$ cat config.mk
export PLATFORM = sky130hd
export DESIGN_NAME = sprite_line_scheduler
export DESIGN_NICKNAME = d
export VERILOG_FILES = /design/src/rtl/sprite_pkg.sv /design/src/rtl/sprite_row_hit.sv /design/src/rtl/sprite_line_scheduler.sv
export SDC_FILE = /design/constraint.sdc
export NUM_CORES = 1
export LEC_CHECK = 0
export BUFFER_PORTS_ARGS = -buffer_cell sky130_fd_sc_hd__buf_2
export CAP_MARGIN = 15
export CORE_ASPECT_RATIO = 0.6
export CORE_MARGIN = 2
export CORE_UTILIZATION = 50
export CTS_BUF_LIST = sky130_fd_sc_hd__clkbuf_2
export DETAILED_ROUTE_END_ITERATION = 7
export PLACE_DENSITY = 0.84
export SYNTH_ARGS = -nofsm -noshare
export SYNTH_HDL_FRONTEND = slang
export SYNTH_HIERARCHICAL = 1
export SYNTH_SLANG_ARGS = --single-unit
$ cat constraint.sdc
create_clock -name Clk -period 10.56 [get_ports Clk]
set_input_delay 1.056 -clock Clk [delete_from_list [all_inputs] [get_ports Clk]]
set_output_delay 1.056 -clock Clk [all_outputs]
set_load 0.01 [all_outputs]
$ cat src/rtl/sprite_pkg.sv
// Shared constants and types for the sprite line scheduler.
// Palette codes, FSM states and the line-buffer word layout.
package sprite_pkg;

    localparam int SPR_SIZE = 16;
    localparam int LINE_W   = 640;

    localparam logic [1:0] PAL_ALPHA  = 2'b00;
    localparam logic [1:0] PAL_RED    = 2'b01;
    localparam logic [1:0] PAL_DBROWN = 2'b10;
    localparam logic [1:0] PAL_LBROWN = 2'b11;

    typedef enum logic [1:0] {
        IDLE,
        SCAN,
        FETCH,
        DRAIN
    } state_t;

    typedef struct packed {
        logic [1:0] slot;
        logic [1:0] pal;
    } lb_data_t;

endpackage

$ cat src/rtl/sprite_row_hit.sv
// Vertical range check of one sprite against the scanline being built.
// Done in 11 bits so a sprite near the bottom never wraps to the top.
module sprite_row_hit (
    input  logic [9:0] y,
    input  logic [9:0] top,
    output logic       hit,
    output logic [3:0] row
);
    import sprite_pkg::*;

    logic [10:0] diff;

    assign diff = {1'b0, y} - {1'b0, top};
    assign hit  = (y >= top) && (diff < 11'(SPR_SIZE));
    assign row  = diff[3:0];

endmodule

$ cat src/rtl/sprite_line_scheduler.sv
// Fills the next scanline buffer from the shared sprite ROM in hblank.
// Define SPRITE_HFLIP_EN to add the per-slot horizontal flip input.
module sprite_line_scheduler #(
    parameter int NUM_SPR = 4,
    parameter int LINE_W  = 640
) (
    input  logic                  Clk,
    input  logic                  Reset,
    input  logic                  line_start,
    input  logic [9:0]            next_y,
    input  logic [NUM_SPR-1:0]    spr_en,
    input  logic [NUM_SPR*10-1:0] spr_x,
    input  logic [NUM_SPR*10-1:0] spr_y,
    input  logic [NUM_SPR*2-1:0]  spr_img,
`ifdef SPRITE_HFLIP_EN
    input  logic [NUM_SPR-1:0]    spr_flip,
`endif
    output logic [3:0]            rom_x,
    output logic [3:0]            rom_y,
    output logic [1:0]            rom_sel,
    input  logic [1:0]            rom_pal,
    output logic                  lb_we,
    output logic [9:0]            lb_addr,
    output logic [3:0]            lb_data,
    output logic                  busy,
    output logic                  done,
    output logic                  overrun
);
    import sprite_pkg::*;

    localparam int SW = (NUM_SPR > 1) ? $clog2(NUM_SPR) : 1;

    state_t        state;
    logic [SW-1:0] slot;
    logic [3:0]    col;
    logic [9:0]    ny;
    logic [9:0]    cur_x;
    logic [9:0]    cur_y;
    logic [1:0]    cur_img;
    logic          in_range;
    logic          hit;
    logic [3:0]    row;
    logic [10:0]   sum;
    lb_data_t      wd;

    assign cur_x   = spr_x[int'(slot)*10 +: 10];
    assign cur_y   = spr_y[int'(slot)*10 +: 10];
    assign cur_img = spr_img[int'(slot)*2 +: 2];
    assign hit     = spr_en[slot] & in_range;
    assign sum     = {1'b0, cur_x} + {7'b0, col};
    assign wd      = '{slot: 2'(slot), pal: rom_pal};

    sprite_row_hit u_hit (
        .y   (ny),
        .top (cur_y),
        .hit (in_range),
        .row (row)
    );

`ifdef SPRITE_HFLIP_EN
    logic flip_q;

    // 15 - col on a 4-bit counter is its bitwise inverse
    assign rom_x = col ^ {4{flip_q}};

    always_ff @(posedge Clk) begin
        if (Reset)
            flip_q <= 1'b0;
        else if (state == SCAN && hit)
            flip_q <= spr_flip[slot];
    end
`else
    assign rom_x = col;
`endif

    always_ff @(posedge Clk) begin
        if (Reset) begin
            state   <= IDLE;
            slot    <= '0;
            col     <= '0;
            ny      <= '0;
            rom_y   <= '0;
            rom_sel <= '0;
            lb_we   <= 1'b0;
            lb_addr <= '0;
            lb_data <= '0;
            busy    <= 1'b0;
            done    <= 1'b0;
            overrun <= 1'b0;
        end else begin
            done    <= 1'b0;
            overrun <= 1'b0;
            lb_we   <= 1'b0;
            if (line_start) begin
                // a restart squashes the in-flight write via the lb_we default
                overrun <= busy;
                ny      <= next_y;
                slot    <= SW'(NUM_SPR - 1);
                col     <= '0;
                state   <= SCAN;
                busy    <= 1'b1;
            end else begin
                unique case (state)
                    IDLE: ;
                    SCAN: begin
                        if (hit) begin
                            rom_y   <= row;
                            rom_sel <= cur_img;
                            col     <= '0;
                            state   <= FETCH;
                        end else if (slot == '0) begin
                            state <= DRAIN;
                        end else begin
                            slot <= slot - SW'(1);
                        end
                    end
                    FETCH: begin
                        lb_we   <= (rom_pal != PAL_ALPHA)
                                && (sum < 11'(LINE_W));
                        lb_addr <= sum[9:0];
                        lb_data <= wd;
                        col     <= col + 4'd1;
                        if (col == 4'd15) begin
                            if (slot == '0) begin
                                state <= DRAIN;
                            end else begin
                                slot  <= slot - SW'(1);
                                state <= SCAN;
                            end
                        end
                    end
                    DRAIN: begin
                        state <= IDLE;
                        busy  <= 1'b0;
                        done  <= 1'b1;
                    end
                    default: state <= IDLE;
                endcase
            end
        end
    end

endmodule

==> run metrics <==
Die W 105 µm; time the worst path needs with I/O delays and setup 4.45 ns; Diodes inserted 0; P_sw 132 µW; mean routed wirelength per cell 15.5 µm; metal2 WL 3500 µm; Max Slew Vio Count 0; Worst EP arrival 4.76 ns; critical path type reg2reg; ANT nets after route 0; Finish-stage setup viols 0; period utilization 42.1%; Max VDD drop 0.0541 mV; Int Pwr 250 µW; Final Cell Area 3770 µm²; routed wl met3 600 µm; type of origin of the critical path flip-flop; Synth Instances 322; Pleak 1.73 nW; Root Buffer clkbuf_2; max-cap check violation count 0; wire length of the first global-routing pass 13,600 µm; via/cell ratio 5.53; clock sinks 42; Final Wtd Congestion 0.872; worst relative slew slack 23.9%; Hold WC Path Type reg2reg; Yosys warning count 6; RSZ-0062 raised after global routing false; post_cts resized 0; row cnt 21; sequential area share after synthesis 27.7%; IO Port Bufs 134; Least-Margin Pin Slew 1.14 ns; worst-case clock buffer depth 2; largest net degree at the start of global routing 39; cell area after synthesis 3040 µm²; Mapped Avg Cell Area 9.43 µm²; H-tree depth 2; Iteration-0 DRC Markers 124; Inserted Clock Buffers 5; Core ar. 5730 µm²; library cells used by synthesis 56; P&R area growth vs syn 24.1%; initial antenna violation count 0; Seq cells post-synth 42; combinational share of power 34.8%; Final TNS setup 0 ns; Reg power frac 45.8%; via count 2,923; DIE AREA 6730 µm²; Post-CTS Setup Inserts 0; number of flops mapped to enable cells by yosys 0; Fill cells 512; Net Count, Synth 447; top fanout value on the critical path 24; placed cell area 3710 µm²; Setup crit end kind flip-flop; fraction of layout cells with a size suffix above 1 39.9%; PwrDens 101 nW/µm²; Initial Util 53.0%; final WL 8210 µm; Crit path required time 10.87 ns; Worst-Skew Late Latency 0.40 ns; prevailing post-synth register cell dfxtp_1; status complete, no violations; Hold Buf Count CTS 0; Residual DRC 0; Peak Freq 0.225 GHz; Die Ht 64.4 µm; Initial DRT Pass Iterations 4; CTS clk-pin slew, worst paths 0.24 ns; total track usage 25.3%; clock network power share 19.4%; nets@finish 573; vias in the first global route 2,871; TritonCTS clock tree built; WL met1 4100 µm; post-synthesis async set-or-reset flop share 0%; HPWL Detailed 6560 µm; highest metal used met4; GRT Residual Overflow 0; Sw Share 34.5%; Boundary Pins 135; Fin. Hold Viols 0; clock skew after layout 0.0154 ns
## cells in the mapped netlist (all sizes together) (2+ instances only)
cell type,number,area share [%]
nand4,4,0.82
a21boi,2,0.49
nand2,24,3.0
nor2b,4,0.82
nand2b,4,0.82
o211ai,3,0.74
mux2,3,1.2
a21o,4,0.99
o21ai,14,2.6
fa,2,1.3
xnor2,4,1.2
a311oi,3,1.1
and2,4,0.99
nor4,2,1.1
mux2i,18,5.9
nor2,38,4.7
clkbuf,8,1.6
xor2,5,1.4
a21oi,24,4.0
a211oi,12,3.5
o21a,2,0.49
dfxtp,42,28
buf,8,1.4
nand3,4,0.66
ha,16,6.6
nor3,10,1.6
mux4,22,16
o21bai,2,0.49
inv,20,2.5
or3,2,0.41
## area by class of cell
| type | instances | area, µm² | share of cell area (%) |
|---|---|---|---|
| Timing Repair Buffer | 135 | 678 | 18.0 |
| Inverter | 20 | 75.1 | 1.99 |
| Clock inverter | 2 | 13.8 | 0.365 |
| Multi-Input combinational cell | 244 | 2030 | 53.8 |
| Sequential cell | 42 | 842 | 22.4 |
| Clock buffer | 6 | 30.0 | 0.797 |
| Tap cell | 80 | 100 | 2.66 |
## metal layers
metal / vias to the layer above / GRT usage [%]
li1: 1444 / -
met1: 1360 / 36.6
met2: 117 / 39.4
met3: 2 / 5.71
met4: 0 / 3.83
met5: - / 0
## cell families after synthesis
group	synth area share [%]
simple gates	15.5
buf+inv	5.52
mux	23.6
flops	27.7
compound gates	17.1
xor+xnor	2.60
fa+ha+maj	7.91
## per-stage QoR
stage                     setup WS (ns)  hold WS (ns)  total power [mW]  cells  util (%)
after detailed placement           6.13         0.437             0.310    520      64.9
after CTS                          6.10         0.473             0.383    528      65.6
final                              6.11         0.471             0.382    529      65.7
after floorplan                    6.55         0.460             0.274    322         -
after global placement             6.26         0.433             0.306    520      64.9
after global routing               5.76         0.473             0.405    529      65.7
## power by group through the flow
stage / registers, mW / clock network, mW / logic [mW]
3_3_place_gp: 0.178 / 0 / 0.127
4_1_cts: 0.175 / 0.0756 / 0.132
6_report: 0.175 / 0.0739 / 0.133
5_1_grt: 0.177 / 0.0819 / 0.146
3_5_place_dp: 0.178 / 0 / 0.132
2_1_floorplan: 0.170 / 0 / 0.104
## layout by cell type (no fill, tap or decap), types with 6 or more instances in the layout
master    synthesis  routed
ha_1             16      16
nor2_1           38      38
nand2_1          24      24
mux2i_1          18      18
a211oi_1          9       9
buf_2             4     134
mux4_2           21      21
clkbuf_2          0       6
inv_1            19      19
dfxtp_1          42      41
nor3_1           10      10
a21oi_1          24      24
o21ai_0           7       7
## final timing paths
path                    from          to  slack, ns  cells past startpoint
setup / recovery     slot[1]    rom_y[3]       6.11                     14
hold reg to reg   lb_data[0]  lb_data[0]       0.47                      2
setup reg to reg     slot[1]    rom_y[3]       6.11                     14
hold / removal    lb_data[0]  lb_data[0]       0.47                      2
## critical path, cell delays in order, from the launching register on
cell and delay (ns):
dfxtp_1 1.13, mux4_2 0.40, ha_1 0.19, inv_1 0.06, fa_1 0.45, a211oi_2 0.26, o21bai_1 0.10, a21oi_1 0.19
xor2_1 0.20, o21ai_2 0.08, nor4_2 0.30, nand2_1 0.21, nor4_4 0.48, mux2i_1 0.26, nor2_1 0.05
## sequential cells by signal, summed over array words and instances (netlist names)
name     flops
state        2
rom_y        4
ny          10
rom_x        4
lb_data      4
rom_sel      2
overrun      1
lb_we        1
busy         1
slot         2
lb_addr     10
done         1
No activity file was read; power rests on OpenSTA's default activity.
